[config.mk]
export PLATFORM = sky130hd
export DESIGN_NAME = structural_level_gates
export DESIGN_NICKNAME = d
export VERILOG_FILES = /design/src/rtl/structural_level_gates.sv
export SDC_FILE = /design/constraint.sdc
export NUM_CORES = 1
export LEC_CHECK = 0
export CAP_MARGIN = 0
export CORE_AREA = 4 4 41 43
export CTS_CLUSTER_DIAMETER = 40
export DETAILED_ROUTE_END_ITERATION = 12
export DIE_AREA = 0 0 45 47
export GPL_ROUTABILITY_DRIVEN = 0
export GPL_TIMING_DRIVEN = 0
export SETUP_SLACK_MARGIN = 0.15
export SYNTH_ARGS = -nofsm -noshare
export SYNTH_HDL_FRONTEND = slang
export SYNTH_SLANG_ARGS = --single-unit
[constraint.sdc]
create_clock -name clk -period 0.9 [get_ports clk]
set_input_delay 0.18 -clock clk [delete_from_list [all_inputs] [get_ports clk]]
set_output_delay 0.18 -clock clk [all_outputs]
set_load 0.01 [all_outputs]
[src/rtl/structural_level_gates.sv]
// structural_level_gates
//
// Two-input gate bank built from gate-cell instances, with every result
// registered. Computes AND, OR, NOT(a), XOR, XNOR and NAND of a and b.
// The outputs show the inputs sampled at the previous rising edge.
//
// Build option:
//   STRUCT_NAND_ONLY_EN  when defined, every function is built only from
//                        2-input NAND cells. Otherwise each function uses its
//                        own dedicated primitive cell. Port behaviour is the
//                        same in both builds.
//
// Ports:
//   clk      in   rising-edge clock
//   rst      in   synchronous, active-high reset; clears every output flop
//   a, b     in   operands
//   and_g    out  registered a & b
//   or_g     out  registered a | b
//   not_a_g  out  registered ~a
//   xor_g    out  registered a ^ b
//   xnor_g   out  registered ~(a ^ b)
//   nand_g   out  registered ~(a & b)
//   valid    out  high once the outputs hold results from sampled inputs
module structural_level_gates (
  input  logic clk,
  input  logic rst,
  input  logic a,
  input  logic b,
  output logic and_g,
  output logic or_g,
  output logic not_a_g,
  output logic xor_g,
  output logic xnor_g,
  output logic nand_g,
  output logic valid
);

  // Combinational result nets
  wire and_n;
  wire or_n;
  wire not_a_n;
  wire xor_n;
  wire xnor_n;
  wire nand_n;

`ifdef STRUCT_NAND_ONLY_EN
  // Each function has its own private NAND cells so the per-function cell
  // count stays fixed: NOT 1, AND 2, OR 3, XOR 4, XNOR 5, NAND 1.

  // NOT a
  nand u_not_0 (not_a_n, a, a);

  // AND: invert the NAND
  wire and_t0;
  nand u_and_0 (and_t0, a, b);
  nand u_and_1 (and_n, and_t0, and_t0);

  // OR: De Morgan, NAND of the inverted operands
  wire or_na;
  wire or_nb;
  nand u_or_0 (or_na, a, a);
  nand u_or_1 (or_nb, b, b);
  nand u_or_2 (or_n, or_na, or_nb);

  // XOR: classic four-NAND form
  wire xor_t0;
  wire xor_t1;
  wire xor_t2;
  nand u_xor_0 (xor_t0, a, b);
  nand u_xor_1 (xor_t1, a, xor_t0);
  nand u_xor_2 (xor_t2, b, xor_t0);
  nand u_xor_3 (xor_n, xor_t1, xor_t2);

  // XNOR: four-NAND XOR followed by a NAND inverter
  wire xnor_t0;
  wire xnor_t1;
  wire xnor_t2;
  wire xnor_x;
  nand u_xnor_0 (xnor_t0, a, b);
  nand u_xnor_1 (xnor_t1, a, xnor_t0);
  nand u_xnor_2 (xnor_t2, b, xnor_t0);
  nand u_xnor_3 (xnor_x, xnor_t1, xnor_t2);
  nand u_xnor_4 (xnor_n, xnor_x, xnor_x);

  // NAND
  nand u_nand_0 (nand_n, a, b);
`else
  and  u_and  (and_n, a, b);
  or   u_or   (or_n, a, b);
  not  u_not  (not_a_n, a);
  xor  u_xor  (xor_n, a, b);
  xnor u_xnor (xnor_n, a, b);
  nand u_nand (nand_n, a, b);
`endif

  // Output stage: reset forces every flop to 0, even where the gate value
  // for the current inputs would be 1.
  always_ff @(posedge clk) begin
    if (rst) begin
      and_g   <= 1'b0;
      or_g    <= 1'b0;
      not_a_g <= 1'b0;
      xor_g   <= 1'b0;
      xnor_g  <= 1'b0;
      nand_g  <= 1'b0;
      valid   <= 1'b0;
    end else begin
      and_g   <= and_n;
      or_g    <= or_n;
      not_a_g <= not_a_n;
      xor_g   <= xor_n;
      xnor_g  <= xnor_n;
      nand_g  <= nand_n;
      valid   <= 1'b1;
    end
  end

endmodule

==> results.toml, run 1 <==
[setup_path]
crit_buf_inv = 1
crit_path_max_fanout = 1
endpoint_kind = "output port"
path_cells = "buf_2"
cp-start-kind = "flop"
critPathRequiredTime_ns = 0.72
crit_family = "flip-flops"
setup.worst_path.start = "not_a_g$_SDFF_PP0_"
critPathMaxStageDelay_ns = 0.30
path_class = "reg2out"
cp_slowest_cell = "dfxtp_1"
arrival_ns = 0.67

[sta]
rsz0062_at_grt = "true"
setup_slack_ns = 0.05455
whs_ns = 0.2155
fin_crit_sh_pct = 93.94
hold_viol = 0
period_needed_ns = 0.8454
worstMarginPinSlew_ns = 0.2243
setup_viol = 0
slew_viol_final = 0
maxSlewHeadroom_pct = 85.02
fmax_mhz = 1183

[pwr]
p_total_mw = 0.6816
combPwrFrac_pct = 10.5
leakage_nw = 0.1848
pwr-share-clk_pct = 40.0
power_density_nw_per_um2 = 1960
p_sw_share_pct = 20.82
vdd_ir_drop_max_uv = 893.7
power.switching_mw = 0.1419
power.internal_mw = 0.5397
seq_power_share_pct = 49.5

[detailed_routing]
ant_nets = 0
first_iter_violations = 3
wl_per_cell_um = 6.813
wl_met2_um = 125
finalWirelength_um = 327
top_layer = "met3"
dr_total_vias = 155
wl_met3_um = 73
first_pass_iters = 2
drt-met1-wl_um = 128
drc = 0
viasPerCell = 3.229

[logic_synthesis]
yosysTopAreaCell = "dfxtp_1"
synthTopCellsByArea = "dfxtp_1, ha_1, nor2_1"
synth_xor_xnor_area_share_pct = 0
synthMuxAreaShare_pct = 0
synthSimpleGateAreaFrac_pct = 12.72
ys.warnings.count = 0
synth_fa_ha_area_share_pct = 17.34
synth_top_family_by_area = "adder cells"
synth_seq_area_share_pct = 64.74
synth_compound_area_share_pct = 0
yosysTopAreaCellShare_pct = 64.74
synth_area_per_cell_um2 = 11.39
ys_ff_latch = 7
syn_area_um2 = 216.5
synthCells = 19
syn_nets = 26
synthDistinctLibCells = 5

[grt]
grt_pass1_vias = 149
grt_pass1_wl_um = 579
gr-total-overflow = 0
antenna_found_initial = 0
grt_util_all_layers_pct = 4.437
grt_max_degree = 8

[final_layout]
diodes = 0
post-route-util_pct = 26.73
n_fill_cell = 156
regArea_um2 = 143.9
final_nets = 41
drive_gt1_share_pct = 45.45
multi_input_area_um2 = 65.06
area_growth_pct = 60.69

[outcome]
status = "finished, final reports clean"

[floorplan]
dieArea_um2 = 2115
row_count = 13
die_h_um = 47
ios = 11
die_w_um = 45
start_util_pct = 16.63
core_um2 = 1301

[clock_network]
post_cts_buffers = 0
cts.sinks = 7
cts_made_buffers = 3
cts_tree = "done"
cts.clk_slew.worst_paths_ns = 0.05
htree_levels = 1
clk_path_buf_depth = 2
cts_root_buffer = "clkbuf_4"

[hold_path]
hold_class = "in2reg"
hold_start = "rst"

[place]
io_buffer_count = 10
dpl_worst_slack_ns = -0.4255

[job]
maxCapViolations = 0
[placed cells by master, fill, tap and decap left out]
| cell type | count |
|---|---|
| buf_2 | 4 |
| ha_1 | 3 |
| dfxtp_1 | 4 |
| dfxtp_2 | 3 |
| clkdlybuf4s15_2 | 1 |
| clkbuf_1 | 1 |
| clkbuf_2 | 1 |
| dlymetal6s2s_1 | 1 |
| nor2b_1 | 2 |
| inv_1 | 3 |
| buf_6 | 3 |
| nor2_1 | 4 |
| clkbuf_4 | 3 |
[what timing repair did]
item,CTS,global route
resized for setup,32,9
pin swaps,0,1
endpoints found under the hold margin,0,0
hold buffers,0,0
endpoints found under the setup margin,12,9
[state kept, by name, indices dropped and copies added, names as in the netlist]
signal / flops
or_g: 1
valid: 1
and_g: 1
xor_g: 1
not_a_g: 1
xnor_g: 1
nand_g: 1
[area by class of cell]
cell class,count,area share [%]
Clock buffer,4,7.554
Inverter,3,3.237
Multi-Input combinational cell,9,18.71
Sequential cell,7,41.37
Tap cell,15,5.396
Timing Repair Buffer,10,23.74
[final timing paths]
path                   endpoint  slack (ns)  depth (start not counted)
hold / removal    valid$_DFF_P_        0.22                          2
setup / recovery        not_a_g        0.05                          1
[kinds of logic (layout without fill, tap and decap cells)]
kind of cell | after synthesis | in the layout
DFF | 7 | 7
buffers and inverters | 3 | 17
adders and majority gates | 3 | 3
and+or+nand+nor | 6 | 6
[through the flow]
step / instances / setup TNS [ns] / instance area (µm²)
floorplan: 19 / 0 / 216.5
global placement: 44 / -2.038 / 335.3
detailed placement: 44 / -2.081 / 335.3
CTS: 48 / 0 / 326.6
global route: 48 / 0 / 347.8
finish: 48 / 0 / 347.8
[power groups by stage]
| stage | Sequential (mW) | Clock (mW) | Combinational, mW |
|---|---|---|---|
| global placement | 0.341 | 0 | 0.0860 |
| CTS | 0.334 | 0.288 | 0.0661 |
| detailed placement | 0.341 | 0 | 0.0863 |
| global route | 0.339 | 0.309 | 0.0821 |
| finish | 0.338 | 0.273 | 0.0714 |
| floorplan | 0.352 | 0 | 0.0157 |
[Yosys cell counts]
library cell,instances
ha_1,3
dfxtp_1,7
nor2b_1,2
nor2_1,4
inv_1,3
[per-layer routing]
layer,GRT usage [%],vias up
met3,6.130,0
met5,0,-
li1,-,82
met1,3.670,63
met2,5.932,10
met4,1.754,0
Note: power is estimated with default switching activity, not from simulation.
==> run 2, diff against run 1 <==
--- a/config.mk
+++ b/config.mk
@@ -13,6 +13,7 @@
 export GPL_ROUTABILITY_DRIVEN = 0
 export GPL_TIMING_DRIVEN = 0
 export SETUP_SLACK_MARGIN = 0.15
+export SKIP_CTS_REPAIR_TIMING = 1
 export SYNTH_ARGS = -nofsm -noshare
 export SYNTH_HDL_FRONTEND = slang
 export SYNTH_SLANG_ARGS = --single-unit
==> results.toml, run 2 (synthesis results as in run 1) <==
[outcome]
status = "finished, final reports clean"

[pwr]
leakage_nw = 0.1931
vdd_ir_drop_max_uv = 893.8
power_density_nw_per_um2 = 1953

[setup_path]
crit_path_max_fanout = 1
endpoint_kind = "output port"
crit_family = "flip-flops"
critPathRequiredTime_ns = 0.72
critPathMaxStageDelay_ns = 0.30
cp_slowest_cell = "dfxtp_1"
path_cells = "buf_2"
cp-start-kind = "flop"
crit_buf_inv = 1
path_class = "reg2out"
arrival_ns = 0.67

[detailed_routing]
first_iter_violations = 3
ant_nets = 0
finalWirelength_um = 338
first_pass_iters = 2
dr_total_vias = 152
viasPerCell = 3.167
drc = 0
wl_per_cell_um = 7.042

[final_layout]
drive_gt1_share_pct = 42.42
final_nets = 41
post-route-util_pct = 26.83
n_fill_cell = 154
regArea_um2 = 143.9
multi_input_area_um2 = 65.06
final_cell_mix = "nor2_1, dfxtp_1, buf_2"
diodes = 0
fin_cells = 48
area_growth_pct = 61.27

[sta]
worstMarginPinSlew_ns = 0.2269
setup_viol = 0
hold_viol = 0
rsz0062_at_grt = "true"
slew_viol_final = 0
maxSlewHeadroom_pct = 84.85
period_needed_ns = 0.8455
fmax_mhz = 1183
fin_crit_sh_pct = 93.95

[clock_network]
htree_levels = 1
clk_path_buf_depth = 2
cts_made_buffers = 3
cts.clk_slew.worst_paths_ns = 0.05
cts.sinks = 7
cts_tree = "done"
cts_root_buffer = "clkbuf_4"

[floorplan]
dieArea_um2 = 2115
start_util_pct = 16.63
die_w_um = 45
core_um2 = 1301
ios = 11
row_count = 13
die_h_um = 47

[place]
io_buffer_count = 10
place_inst = 44

[grt]
grt_max_degree = 8
grt_util_all_layers_pct = 4.200
grt_pass1_wl_um = 524
antenna_found_initial = 0
gr-total-overflow = 0
grt_pass1_vias = 133

[job]
maxCapViolations = 0

[hold_path]
hold_class = "in2reg"
[run 2: layout make-up]
type	instances	share of cell area (%)
sequential	7	41.22
timing repair buffer	10	24.01
multi-input combinational	9	18.64
clock buffer	4	7.527
tap	15	5.376
inverter	3	3.226
[run 2: path summary, 6_finish.rpt]
| kind | slack (ns) | endpoint | cells past startpoint | start |
|---|---|---|---|---|
| worst max-delay path | 0.05 | not_a_g | 1 | not_a_g$_SDFF_PP0_ |
| worst min-delay path | 0.15 | not_a_g$_SDFF_PP0_ | 2 | a |
[run 2: per-layer routing]
metal	track usage (%)	up-vias	share of wire, %
met4	1.754	0	0
met2	5.650	10	38
met5	0	-	0
met3	5.747	0	19
li1	-	82	-
met1	3.440	60	44
[run 2: where the power goes]
| group | switching, mW | total [mW] | internal [mW] |
|---|---|---|---|
| registers | 0.00552 | 0.338 | 0.332 |
| clock network | 0.104 | 0.273 | 0.168 |
| logic | 0.0324 | 0.0717 | 0.0392 |
[run 2: stage by stage]
stage          TNS [ns]  hold WS, ns  instance area (µm²)  total power [mW]  setup WS (ns)
2_1_floorplan         0       0.2365                216.5            0.3676         0.1832
3_3_place_gp     -2.038       0.8050                335.3            0.4269        -0.4202
3_5_place_dp     -2.081       0.8070                335.3            0.4275        -0.4255
4_1_cts          -2.795       0.5473                361.6            0.7088        -0.3783
5_1_grt               0       0.1682                349.1            0.7301        0.01734
6_report              0       0.1509                349.1            0.6817        0.05449
==> run 3, diff against run 2 <==
--- a/config.mk
+++ b/config.mk
@@ -12,6 +12,7 @@
 export DIE_AREA = 0 0 45 47
 export GPL_ROUTABILITY_DRIVEN = 0
 export GPL_TIMING_DRIVEN = 0
+export HOLD_SLACK_MARGIN = 0.05
 export SETUP_SLACK_MARGIN = 0.15
 export SKIP_CTS_REPAIR_TIMING = 1
 export SYNTH_ARGS = -nofsm -noshare
==> constraint.sdc (replaced) <==
create_clock -name clk -period 0.9 [get_ports clk]
set_input_delay 0.18 -clock clk [delete_from_list [all_inputs] [get_ports clk]]
set_output_delay 0.18 -clock clk [all_outputs]
set_load 0.02 [all_outputs]
==> results.toml, run 3 (synthesis results as in run 1) <==
[outcome]
status = "finished, final reports clean"

[detailed_routing]
viasPerCell = 3.229
dr_total_vias = 155
wl_per_cell_um = 6.917
drc = 0
first_pass_iters = 2
first_iter_violations = 4
ant_nets = 0
finalWirelength_um = 332

[setup_path]
cp-start-kind = "flop"
setup.worst_path.end = "or_g"
setup.worst_path.start = "or_g$_SDFF_PP0_"
path_cells = "buf_6"
arrival_ns = 0.67
endpoint_kind = "output port"
critPathRequiredTime_ns = 0.72
critPathMaxStageDelay_ns = 0.31
crit_buf_inv = 1
path_depth = 1
cp_slowest_cell = "dfxtp_2"
crit_family = "flip-flops"
crit_path_max_fanout = 1
path_class = "reg2out"

[floorplan]
die_w_um = 45
die_h_um = 47
dieArea_um2 = 2115
core_um2 = 1301
ios = 11
row_count = 13
start_util_pct = 16.63

[final_layout]
final_cell_mix = "dfxtp_2, buf_6, nor2_1"
fin_cells = 48
design_area_um2 = 379.1
area_growth_pct = 75.14
post-route-util_pct = 29.13
drive_gt1_share_pct = 54.55
diodes = 0
final_nets = 41

[grt]
grt_max_degree = 8
gr-total-overflow = 0
grt_pass1_vias = 133
grt_pass1_wl_um = 524
antenna_found_initial = 0
grt_util_all_layers_pct = 4.200

[sta]
maxSlewHeadroom_pct = 84.85
setup_viol = 0
fin_crit_sh_pct = 94.97
slew_viol_final = 0
rsz0062_at_grt = "true"
period_needed_ns = 0.8548
fmax_mhz = 1170
hold_viol = 0
setup_slack_ns = 0.04523
worstMarginPinSlew_ns = 0.2269

[clock_network]
cts.clk_slew.worst_paths_ns = 0.05
htree_levels = 1
cts_root_buffer = "clkbuf_4"
cts_made_buffers = 3
cts.sinks = 7
clk_path_buf_depth = 2
cts_tree = "done"

[hold_path]
hold_class = "in2reg"

[place]
postPlaceCellArea_um2 = 335.3
dpl_worst_slack_ns = -0.4255
io_buffer_count = 10
place_inst = 44

[pwr]
leakage_nw = 0.1992
vdd_ir_drop_max_uv = 900.5
p_total_mw = 0.7149
power_density_nw_per_um2 = 1886

[job]
maxCapViolations = 0
==> run 3: changes by cell type in the layout (fill, tap and decap cells not counted) <==
cell     before  now
dfxtp_2       3    7
buf_2         4    0
dfxtp_1       4    0
buf_6         3    7
==> run 3: layout make-up <==
type	count	area, µm²
Multi-Input combinational cell	9	65.06
Tap cell	15	18.77
Fill cell	152	922.1
Timing Repair Buffer	10	108.9
Inverter	3	11.26
Sequential cell	7	148.9
Clock buffer	4	26.28
==> run 3: worst min path at each step <==
stage	startpoint	endpoint	slack (ns)	depth (start not counted)
after floorplan	rst	valid$_DFF_P_	0.24	1
after global placement	a	not_a_g$_SDFF_PP0_	0.81	2
after detailed placement	a	not_a_g$_SDFF_PP0_	0.81	2
after CTS	a	not_a_g$_SDFF_PP0_	0.55	2
after global routing	a	not_a_g$_SDFF_PP0_	0.16	2
final	a	not_a_g$_SDFF_PP0_	0.14	2
==> run 3: per-layer routing <==
layer,global-route usage (%),up-vias,wire (µm)
li1,-,82,-
met1,3.440,63,124
met2,5.650,10,135
met3,5.747,0,71
met4,1.754,0,0
met5,0,-,0
==> run 3: report_power, final <==
group          switching [mW]  internal (mW)
clock                   0.104          0.168
combinational          0.0470         0.0529
sequential            0.00810          0.334
total                   0.159          0.556
==> run 3: metrics by stage <==
stage                     TNS (ns)  hold WS (ns)
after detailed placement    -2.556        0.8070
after CTS                   -3.270        0.5473
after floorplan                  0        0.2365
after global placement      -2.513        0.8050
after global routing             0        0.1582
final                            0        0.1431
